<file path="config.mk">
export PLATFORM = sky130hd
export DESIGN_NAME = pc_sequencer_flat
export DESIGN_NICKNAME = d
export VERILOG_FILES = /design/src/rtl/cpu_pkg.sv /design/src/rtl/pc_sequencer_if.sv /design/src/rtl/npc_calc.sv /design/src/rtl/pc_sequencer.sv /design/src/flat_wrapper.sv
export SDC_FILE = /design/constraint.sdc
export NUM_CORES = 1
export LEC_CHECK = 0
export ABC_CLOCK_PERIOD_IN_PS = 8370
export CAP_MARGIN = 20
export CORE_ASPECT_RATIO = 0.7
export CORE_UTILIZATION = 44
export CTS_BUF_LIST = sky130_fd_sc_hd__clkbuf_16
export DETAILED_ROUTE_END_ITERATION = 16
export PLACE_DENSITY = 0.89
export SLEW_MARGIN = 10
export SYNTH_ARGS = -nofsm -noshare
export SYNTH_HDL_FRONTEND = slang
export SYNTH_HIERARCHICAL = 1
export SYNTH_SLANG_ARGS = --single-unit
</file>
<file path="constraint.sdc">
create_clock -name clk -period 8.37 [get_ports clk]
set_input_delay 0.837 -clock clk [delete_from_list [all_inputs] [get_ports clk]]
set_output_delay 0.837 -clock clk [all_outputs]
set_load 0.05 [all_outputs]
</file>
<file path="src/rtl/cpu_pkg.sv">
// Shared definitions for the PC sequencer: next-PC select encodings,
// FSM state type and default vector addresses.
package cpu_pkg;

  localparam logic [2:0] PCSRC_SEQ   = 3'd0;
  localparam logic [2:0] PCSRC_BR    = 3'd1;
  localparam logic [2:0] PCSRC_J     = 3'd2;
  localparam logic [2:0] PCSRC_JR    = 3'd3;
  localparam logic [2:0] PCSRC_ILLOP = 3'd4;
  localparam logic [2:0] PCSRC_XADR  = 3'd5;

  localparam logic [31:0] DEF_RESET_PC = 32'h8000_0000;
  localparam logic [31:0] DEF_ILLOP_PC = 32'h8000_0004;
  localparam logic [31:0] DEF_XADR_PC  = 32'h8000_0008;

  typedef enum logic [1:0] {
    BOOT  = 2'd0,
    FETCH = 2'd1,
    EXEC  = 2'd2,
    HALT  = 2'd3
  } seq_state_e;

  // Word-scaled, sign-extended branch offset; bit 31 is never needed
  // because branches keep the kernel bit of the current PC.
  function automatic logic [30:0] br_offset(input logic [15:0] imm);
    return {{13{imm[15]}}, imm, 2'b00};
  endfunction

endpackage

</file>
<file path="src/rtl/pc_sequencer_if.sv">
// Instruction-ROM fetch bus between the PC sequencer (master) and the ROM (slave).
interface pc_sequencer_if;
  logic [31:0] imem_addr;
  logic        imem_req;
  logic        imem_ack;
  logic [31:0] imem_rdata;

  modport master (output imem_addr, output imem_req, input imem_ack, input imem_rdata);
  modport slave  (input imem_addr, input imem_req, output imem_ack, output imem_rdata);
endinterface

</file>
<file path="src/rtl/npc_calc.sv">
// Combinational next-PC selection; o_trap flags a redirect to a vector
// (illegal op, misaligned jr or explicit exception).
module npc_calc
  import cpu_pkg::*;
#(
  parameter logic [31:0] ILLOP_PC = DEF_ILLOP_PC,
  parameter logic [31:0] XADR_PC  = DEF_XADR_PC
) (
  input  logic [31:0] i_pc,
  input  logic [2:0]  i_pc_src,
  input  logic        i_branch_taken,
  input  logic [15:0] i_imm16,
  input  logic [25:0] i_jidx,
  input  logic [31:0] i_jr_addr,
  output logic [31:0] o_pc_plus4,
  output logic [31:0] o_next_pc,
  output logic        o_trap
);

  logic [30:0] w_br_low;

  assign o_pc_plus4 = i_pc + 32'd4;
  assign w_br_low   = o_pc_plus4[30:0] + br_offset(i_imm16);

  always_comb begin
    o_next_pc = o_pc_plus4;
    o_trap    = 1'b0;
    case (i_pc_src)
      PCSRC_SEQ: o_next_pc = o_pc_plus4;
      PCSRC_BR:  o_next_pc = {i_pc[31], (i_branch_taken ? w_br_low : o_pc_plus4[30:0])};
      PCSRC_J:   o_next_pc = {i_pc[31], o_pc_plus4[30:28], i_jidx, 2'b00};
      PCSRC_JR: begin
        if (i_jr_addr[1:0] != 2'b00) begin
          o_next_pc = ILLOP_PC;
          o_trap    = 1'b1;
        end else begin
          o_next_pc = i_jr_addr;
        end
      end
      PCSRC_XADR: begin
        o_next_pc = XADR_PC;
        o_trap    = 1'b1;
      end
      default: begin
        o_next_pc = ILLOP_PC;
        o_trap    = 1'b1;
      end
    endcase
  end

endmodule

</file>
<file path="src/rtl/pc_sequencer.sv">
// PC sequencer: BOOT/FETCH/EXEC/HALT fetch loop with vectored redirects.
// Define PC_SEQ_IRQ_EN to enable the level-interrupt pending flag.
module pc_sequencer
  import cpu_pkg::*;
#(
  parameter logic [31:0] RESET_PC = DEF_RESET_PC,
  parameter logic [31:0] ILLOP_PC = DEF_ILLOP_PC,
  parameter logic [31:0] XADR_PC  = DEF_XADR_PC
) (
  input  logic                  clk,
  input  logic                  reset,
  pc_sequencer_if.master        imem,
  output logic [31:0]           o_inst,
  output logic                  o_inst_valid,
  output logic [31:0]           o_pc,
  output logic [31:0]           o_pc_plus4,
  input  logic [2:0]            i_pc_src,
  input  logic                  i_branch_taken,
  input  logic [15:0]           i_imm16,
  input  logic [25:0]           i_jidx,
  input  logic [31:0]           i_jr_addr,
  input  logic                  i_halt,
  input  logic                  i_irq,
  output logic [31:0]           o_epc,
  output logic                  o_epc_we
);

  seq_state_e  r_state;
  seq_state_e  w_state_next;
  logic [31:0] r_pc;
  logic [31:0] r_inst;
  logic [31:0] r_epc;
  logic [31:0] w_npc;
  logic [31:0] w_pc_plus4;
  logic        w_trap;
  logic [31:0] w_next_pc;
  logic [31:0] w_epc_val;
  logic        w_epc_we;
  logic        w_pc_we;
  logic        w_irq_take;

  npc_calc #(
    .ILLOP_PC (ILLOP_PC),
    .XADR_PC  (XADR_PC)
  ) u_npc_calc (
    .i_pc           (r_pc),
    .i_pc_src       (i_pc_src),
    .i_branch_taken (i_branch_taken),
    .i_imm16        (i_imm16),
    .i_jidx         (i_jidx),
    .i_jr_addr      (i_jr_addr),
    .o_pc_plus4     (w_pc_plus4),
    .o_next_pc      (w_npc),
    .o_trap         (w_trap)
  );

`ifdef PC_SEQ_IRQ_EN
  logic r_irq_pend;

  // Kernel-mode code and synchronous traps hold the interrupt off.
  assign w_irq_take = (r_state == EXEC) && r_irq_pend && !r_pc[31] && !w_trap;

  always_ff @(posedge clk or negedge reset) begin
    if (!reset) begin
      r_irq_pend <= 1'b0;
    end else if (w_irq_take) begin
      r_irq_pend <= 1'b0;
    end else if (i_irq) begin
      r_irq_pend <= 1'b1;
    end
  end
`else
  logic w_unused_irq;
  assign w_unused_irq = i_irq;
  assign w_irq_take   = 1'b0;
`endif

  always_comb begin
    w_state_next = r_state;
    w_pc_we      = 1'b0;
    w_epc_we     = 1'b0;
    w_next_pc    = w_npc;
    w_epc_val    = w_pc_plus4;
    case (r_state)
      BOOT:  w_state_next = FETCH;
      FETCH: if (imem.imem_ack) w_state_next = EXEC;
      EXEC: begin
        w_state_next = i_halt ? HALT : FETCH;
        w_pc_we      = 1'b1;
        w_epc_we     = w_trap;
        if (w_irq_take) begin
          w_next_pc = XADR_PC;
          w_epc_val = w_npc;
          w_epc_we  = 1'b1;
        end
      end
      HALT:    w_state_next = HALT;
      default: w_state_next = BOOT;
    endcase
  end

  always_ff @(posedge clk or negedge reset) begin
    if (!reset) begin
      r_state <= BOOT;
      r_pc    <= RESET_PC;
      r_inst  <= 32'd0;
      r_epc   <= 32'd0;
    end else begin
      r_state <= w_state_next;
      if (r_state == FETCH && imem.imem_ack) r_inst <= imem.imem_rdata;
      if (w_pc_we) r_pc <= w_next_pc;
      if (w_epc_we) r_epc <= w_epc_val;
    end
  end

  assign imem.imem_addr = r_pc;
  assign imem.imem_req  = (r_state == FETCH);
  assign o_inst         = r_inst;
  assign o_inst_valid   = (r_state == EXEC);
  assign o_pc           = r_pc;
  assign o_pc_plus4     = w_pc_plus4;
  assign o_epc_we       = w_epc_we;
  assign o_epc          = w_epc_we ? w_epc_val : r_epc;

endmodule
</file>
<file path="src/flat_wrapper.sv">
// flat-port wrapper written by rule: the top's interface ports become plain ports
module pc_sequencer_flat import cpu_pkg::*;
#(
  parameter logic [31:0] RESET_PC = DEF_RESET_PC,
  parameter logic [31:0] ILLOP_PC = DEF_ILLOP_PC,
  parameter logic [31:0] XADR_PC  = DEF_XADR_PC
)
  (clk, reset, o_inst, o_inst_valid, o_pc, o_pc_plus4, i_pc_src, i_branch_taken, i_imm16, i_jidx, i_jr_addr, i_halt, i_irq, o_epc, o_epc_we, imem_imem_addr, imem_imem_req, imem_imem_ack, imem_imem_rdata);
  pc_sequencer_if imem_i ();
  input  logic clk;
  input  logic reset;
  output logic [31:0] o_inst;
  output logic o_inst_valid;
  output logic [31:0] o_pc;
  output logic [31:0] o_pc_plus4;
  input  logic [2:0] i_pc_src;
  input  logic i_branch_taken;
  input  logic [15:0] i_imm16;
  input  logic [25:0] i_jidx;
  input  logic [31:0] i_jr_addr;
  input  logic i_halt;
  input  logic i_irq;
  output logic [31:0] o_epc;
  output logic o_epc_we;
  output wire logic [$bits(imem_i.imem_addr)-1:0] imem_imem_addr;
  output wire logic [$bits(imem_i.imem_req)-1:0] imem_imem_req;
  input wire logic [$bits(imem_i.imem_ack)-1:0] imem_imem_ack;
  input wire logic [$bits(imem_i.imem_rdata)-1:0] imem_imem_rdata;
  assign imem_imem_addr = imem_i.imem_addr;
  assign imem_imem_req = imem_i.imem_req;
  assign imem_i.imem_ack = imem_imem_ack;
  assign imem_i.imem_rdata = imem_imem_rdata;
  pc_sequencer #(.RESET_PC(RESET_PC), .ILLOP_PC(ILLOP_PC), .XADR_PC(XADR_PC)) u_core (.clk(clk), .reset(reset), .imem(imem_i), .o_inst(o_inst), .o_inst_valid(o_inst_valid), .o_pc(o_pc), .o_pc_plus4(o_pc_plus4), .i_pc_src(i_pc_src), .i_branch_taken(i_branch_taken), .i_imm16(i_imm16), .i_jidx(i_jidx), .i_jr_addr(i_jr_addr), .i_halt(i_halt), .i_irq(i_irq), .o_epc(o_epc), .o_epc_we(o_epc_we));
endmodule
</file>
==> metrics.yaml, run 1 <==
routing:
  routedWlPerCell_um: 19.39
  drc: 0
  vias: 6097
  via_per_inst: 5.604
  dr.first_iter.drc_count: 436
  wirelength_um: 21090
  drt_first_pass_iters: 5
  ant_nets: 0
layout:
  n_antenna_cell: 0
  stdcell_area_um2: 9853
  nets: 1039
  drive_above_1_share_pct: 15.34
  num-fill-cells: 1187
  syn2layout_area_growth_pct: 42.64
  layout.cells.non_filler: 1088
floorplanning:
  die_w_um: 151.8
  std_cell_rows: 37
  dieArea_um2: 16210
  die_h_um: 106.8
  start_util_pct: 46.05
  io_pins: 278
  core_um2: 15000
global_route:
  track_usage_pct: 25.84
  grt_pass1_vias: 5871
  grt.overflow.total: 0
  antenna_found_initial: 0
  grt_start_max_net_pins: 56
  grt_pass1_wl_um: 31840
critical_path:
  path_class: "input pin to output pin"
  reg2reg_slack_ps: 3560
  reg2reg_to: "u_core/imem.imem_addr[29]"
  start_kind: "input pin"
  rr_worst_depth: 15
  cp.required_ps: 7530
  crit_start: "i_pc_src[1]"
  cp-end-kind: "output pin"
  arrival_ps: 4260
  cp_max_fo: 33
  r2r_start: "u_core/imem.imem_addr[2]"
cts:
  clkLatencyLatePin_ps: 350
  root_buffer: "clkbuf_16"
  htreeDepth: 3
  ctsHoldBuffers: 0
  tritoncts: "built"
  cts_sinks: 98
  postCtsSetupBuffers: 0
  clockBufferDepth: 2
  path_clk_slew_ps: 70
  cts_resized: 0
  cts_buffers: 9
sta:
  rsz0062_at_grt: "false"
  fin_crit_ps: 5100
  clock_skew_ps: 8.542
  slew_headroom_pct: 35.82
  setup_violations: 0
  fin_tns_setup_ps: 0
  setup_ws_ps: 3270
  tightest_slew_ps: 955.5
  timing.final.crit_share_pct: 60.93
  hold_viol_final: 0
  drv_slew: 0
  fmax_mhz: 196.1
place:
  dp.cells: 1071
  hpwl_um: 15890
  place_congestion: 0.9355
  placed_cell_area_um2: 9519
  port_buffers: 276
  dp_slack_ps: 3301
synthesis:
  synthArstFlopShare_pct: 100.0
  ys_warn_count: 6
  synth_seq_area_share_pct: 35.52
  avgSynthCellArea_um2: 10.58
  syn_area_um2: 6908
  ys_seq_elements: 98
  syn-num-nets: 804
  synth.distinct_cells: 68
  synth_ff_type: "dfrtp_1"
  synth_edf_count: 0
  netlist_instances: 653
flow_run:
  max-cap-violations: 0
power_and_ir_drop:
  p_total_mw: 2.752
  p_leak_nw: 4.372
  ir_worst_vdd_v: 0.0002262
  power_density_nw_per_um2: 279.3
min_path:
  hold_path.class: "input pin to async pin"
run_status:
  status: "finished clean"
==> stage by stage <==
step                      hold WS, ps  util (%)
after detailed placement        476.3     63.46
after global routing            512.6     65.69
after CTS                       496.8     65.60
final                           485.0     65.69
after global placement          471.8     63.46
after floorplan                 541.4         -
==> kinds of logic after synthesis <==
family          synth area share, %
fa+ha+maj                     6.629
simple gates                  10.74
buf+inv                       7.752
flops                         35.52
mux                           18.44
xor+xnor                      6.466
compound gates                14.45
==> worst max-delay path by stage <==
stage / to / slack (ps) / depth (start not counted)
global placement: o_epc[6] / 3320 / 6
finish: o_epc[6] / 3270 / 6
floorplan: u_core/imem.imem_addr[28] / 3420 / 16
detailed placement: o_epc[6] / 3300 / 6
CTS: o_epc[6] / 3280 / 6
global route: o_epc[5] / 3080 / 6
==> synth_stat cells (3+ instances only) <==
library cell / number / area, µm²
a211oi_1: 3 / 22.52
a21o_1: 13 / 97.59
a21oi_1: 29 / 145.1
a222oi_1: 18 / 180.2
a22oi_1: 5 / 37.54
a31oi_1: 5 / 31.28
and2_1: 5 / 31.28
and3_1: 9 / 56.30
buf_12: 3 / 60.06
buf_4: 34 / 255.2
buf_6: 7 / 78.83
clkbuf_1: 13 / 48.80
clkinv_1: 3 / 11.26
dfrtp_1: 97 / 2427
ha_1: 35 / 437.9
inv_1: 18 / 67.56
mux2_1: 4 / 45.04
mux2_2: 66 / 743.2
mux2_4: 29 / 435.4
mux2i_1: 5 / 50.05
nand2_1: 38 / 142.6
nand2b_1: 4 / 25.02
nand3_1: 14 / 70.07
nand4_1: 7 / 43.79
nor2_1: 30 / 112.6
nor2b_1: 5 / 31.28
nor3_1: 6 / 30.03
nor3b_1: 3 / 22.52
o211ai_1: 4 / 30.03
o21ai_0: 21 / 105.1
o21ai_1: 22 / 110.1
o21bai_1: 3 / 22.52
xnor2_1: 34 / 297.8
xor2_1: 17 / 148.9
==> flip-flops by register name (all words and copies together) (netlist names) <==
name / cells
u_core/imem.imem_addr: 32
u_core/o_inst: 32
u_core/r_epc: 32
u_core/r_state: 2
==> worst max-delay path, cell delays in order <==
cell	delay, ps
clkdlybuf4s50_1	940
nand2_1	220
o21ai_0	470
nand3b_4	540
mux2_1	530
clkdlybuf4s50_1	710
==> report_power, final <==
group / internal, mW / switching [mW]
Combinational: 0.598 / 1.02
Sequential: 0.580 / 0.102
Clock: 0.242 / 0.206
==> layout make-up <==
| cell class | count | area (µm²) | share of cell area [%] |
|---|---|---|---|
| multi-input combinational | 474 | 3930 | 39.89 |
| timing repair buffer | 284 | 2826 | 28.69 |
| sequential | 98 | 2454 | 24.90 |
| tap | 195 | 244.0 | 2.476 |
| clock buffer | 9 | 225.2 | 2.286 |
| clock inverter | 7 | 95.09 | 0.9651 |
| inverter | 21 | 78.83 | 0.8000 |
==> layer usage <==
metal | vias to the layer above | part of all wire (%) | track usage, %
met5 | - | 0 | 0
met2 | 290 | 47 | 43.21
met1 | 2963 | 43 | 33.95
met3 | 21 | 8.9 | 6.213
li1 | 2823 | - | -
met4 | 0 | 1.0 | 4.880
==> cell usage in the layout (no fill, tap or decap), types with 6 or more instances in the layout <==
| cell type | count |
|---|---|
| mux2_2 | 66 |
| mux2_4 | 29 |
| nor2_1 | 30 |
| o21ai_0 | 21 |
| nand4_1 | 7 |
| and3_1 | 9 |
| buf_4 | 8 |
| inv_1 | 18 |
| clkdlybuf4s50_1 | 275 |
| nand3_1 | 14 |
| a21oi_1 | 29 |
| nor3_1 | 6 |
| a222oi_1 | 18 |
| ha_1 | 35 |
| xor2_1 | 17 |
| o21ai_1 | 22 |
| a21o_1 | 13 |
| dfrtp_1 | 97 |
| clkbuf_16 | 9 |
| nand2_1 | 38 |
| xnor2_1 | 34 |
No activity file was read; power rests on OpenSTA's default activity.
==> run 2, diff against run 1 <==
--- a/config.mk
+++ b/config.mk
@@ -5,13 +5,13 @@
 export SDC_FILE = /design/constraint.sdc
 export NUM_CORES = 1
 export LEC_CHECK = 0
-export ABC_CLOCK_PERIOD_IN_PS = 8370
+export ABC_CLOCK_PERIOD_IN_PS = 4550
 export CAP_MARGIN = 20
 export CORE_ASPECT_RATIO = 0.7
-export CORE_UTILIZATION = 44
+export CORE_UTILIZATION = 40
 export CTS_BUF_LIST = sky130_fd_sc_hd__clkbuf_16
 export DETAILED_ROUTE_END_ITERATION = 16
-export PLACE_DENSITY = 0.89
+export PLACE_DENSITY = 0.86
 export SLEW_MARGIN = 10
 export SYNTH_ARGS = -nofsm -noshare
 export SYNTH_HDL_FRONTEND = slang
==> constraint.sdc (replaced) <==
create_clock -name clk -period 4.55 [get_ports clk]
set_input_delay 0.455 -clock clk [delete_from_list [all_inputs] [get_ports clk]]
set_output_delay 0.455 -clock clk [all_outputs]
set_load 0.05 [all_outputs]
==> metrics.yaml, run 2 (same netlist as run 1, synthesis figures left out) <==
run_status:
  status: "finished clean"
layout:
  num-fill-cells: 1351  # +14%
  multiInputGateArea_um2: 4044  # +2.9%
  nets: 1051  # +1.2%
  layout_common_cells: "clkdlybuf4s50_1 (259), dfrtp_1 (96), mux2_2 (66)"
  regArea_um2: 2455  # about the same
  final_util_pct: 60.42  # -5.3 points
  mostFrequentLayoutCell: "clkdlybuf4s50_1"
  stdcell_area_um2: 10020  # +1.7%
  n_antenna_cell: 0  # unchanged
  drive_above_1_share_pct: 20.00  # +4.7 points
  syn2layout_area_growth_pct: 45.12
routing:
  ant_nets: 0  # unchanged
  routedWlPerCell_um: 18.98  # -2.1%
  via_per_inst: 5.460  # -2.6%
  drt_first_pass_iters: 7  # +2
  drc: 0  # unchanged
  wirelength_um: 21440  # +1.7%
  vias: 6170  # +1.2%
  dr.first_iter.drc_count: 444  # +1.8%
cts:
  path_clk_slew_ps: 80  # about the same
  clkLatencyLatePin_ps: 350  # about the same
  cts_sinks: 98  # unchanged
  tritoncts: "built"
  clockBufferDepth: 2  # unchanged
  root_buffer: "clkbuf_16"
  htreeDepth: 3  # unchanged
  cts_buffers: 9  # unchanged
critical_path:
  start_kind: "flop"
  path_cells: "ha_1, nand3_1, nor2_2, nand2_1, xnor2_2, ha_1, a21oi_1, nor4b_1, o31ai_2, a22oi_1, o21ai_1, a31oi_1, mux2i_1, nand3_1, mux2_4"
  slowest_delay_ps: 590  # -350 ps
  cp-end-kind: "flop"
  cp_max_fo: 7  # -79%
  slowest_stage: "nor4b_1"
  crit_buf_inv: 0  # -2
  critical_path.top_delay_family: "simple AND/OR/NAND/NOR gates"
  path_class: "flop to flop"
  arrival_ps: 4570  # +310 ps
  cp.required_ps: 4790  # -2740 ps
sta:
  fin_tns_setup_ps: 0  # unchanged
  clock_skew_ps: 5.284  # -3.259 ps
  fin_worst_hold_slack_ps: 170.5  # -314.5 ps
  fmax_mhz: 231.0
  setup_violations: 0  # unchanged
  timing.final.crit_share_pct: 95.15
  slew_headroom_pct: 28.82  # -7.0 points
  drv_slew: 0  # unchanged
  hold_viol_final: 0  # unchanged
  tightest_slew_ps: 1068  # +112.2 ps
  fin_crit_ps: 4329
place:
  placed_cell_area_um2: 9723  # +2.1%
  port_buffers: 276  # unchanged
  hpwl_um: 16210  # +2.0%
  place_congestion: 0.9156  # -2.1%
floorplanning:
  start_util_pct: 41.64  # -4.4 points
  die_h_um: 112.0  # +4.8%
  io_pins: 278  # unchanged
  dieArea_um2: 17810  # +9.8%
  std_cell_rows: 39  # +5.4%
  core_um2: 16590  # +11%
  die_w_um: 159.1  # +4.8%
global_route:
  gr-usage-met3_pct: 6.371  # +0.16 points
  antenna_found_initial: 0  # unchanged
  track_usage_pct: 24.13  # -1.7 points
  grt_start_max_net_pins: 63  # +13%
  grt-busiest-layer: "met2"
  grt_util_met2_pct: 38.51  # -4.7 points
  grt_pass1_wl_um: 33640  # +5.6%
  use_met1_pct: 32.76  # -1.2 points
  grt_pass1_vias: 6097  # +3.8%
  grt.overflow.total: 0  # unchanged
flow_run:
  max-cap-violations: 0  # unchanged
power_and_ir_drop:
  ir_worst_vdd_v: 0.0004517  # +100%
  p_leak_nw: 4.534  # +3.7%
  power_density_nw_per_um2: 504.6  # +81%
min_path:
  hold_path.class: "input pin to async pin"
## run 2: final cells by class
class / instances / area share (%)
clock buffer: 9 / 2.247
clock inverter: 7 / 0.6990
inverter: 21 / 0.7863
multi-input combinational: 474 / 40.34
sequential: 98 / 24.49
tap: 225 / 2.808
timing repair buffer: 296 / 28.63
## run 2: stage by stage
step	power, mW	cells	setup WS [ps]
3_3_place_gp	4.228	1114	282.5
6_report	5.059	1130	220.9
3_5_place_dp	4.279	1114	258.5
4_1_cts	5.070	1130	217.9
2_1_floorplan	3.346	653	-37.59
5_1_grt	5.283	1130	-2.304
## run 2: final timing paths
path	to	cells past startpoint	slack, ps	start
worst max-delay path	u_core/imem.imem_addr[29]	15	220	u_core/imem.imem_addr[3]
worst min-delay path	u_core/r_epc[26]	1	170	reset
worst max register to register	u_core/imem.imem_addr[29]	15	220	u_core/imem.imem_addr[3]
worst min register to register	u_core/r_epc[9]	1	500	u_core/r_epc[9]
max in group asynchronous	u_core/imem.imem_addr[13]	2	3380	reset
min in group clk	u_core/r_epc[9]	1	500	u_core/r_epc[9]
## run 2: repair_timing
action | CTS | global route
hold buffers | 0 | 0
endpoints found under the setup margin | 0 | 6
setup buffers | 0 | 0
resized for setup | 0 | 3
## run 2: worst reg2reg max path: stages, from the launching register on
cell and delay [ps]:
dfrtp_2 430, ha_1 230, nand3_1 150, nor2_2 330, nand2_1 160, xnor2_2 160, ha_1 400, a21oi_1 210
nor4b_1 590, o31ai_2 220, a22oi_1 260, o21ai_1 190, a31oi_1 280, mux2i_1 250, nand3_1 80, mux2_4 270
## run 2: report_power, final
group / internal, mW / switching, mW / total (mW)
Sequential: 1.07 / 0.176 / 1.24
Combinational: 1.13 / 1.91 / 3.04
Clock: 0.387 / 0.387 / 0.774
Total: 2.58 / 2.48 / 5.06
## run 2: layer usage
metal  vias up  wire length [µm]
li1       2855                 -
met1      2977              9560
met2       317              9733
met3        21              1874
met4         0               274
met5         -                 0
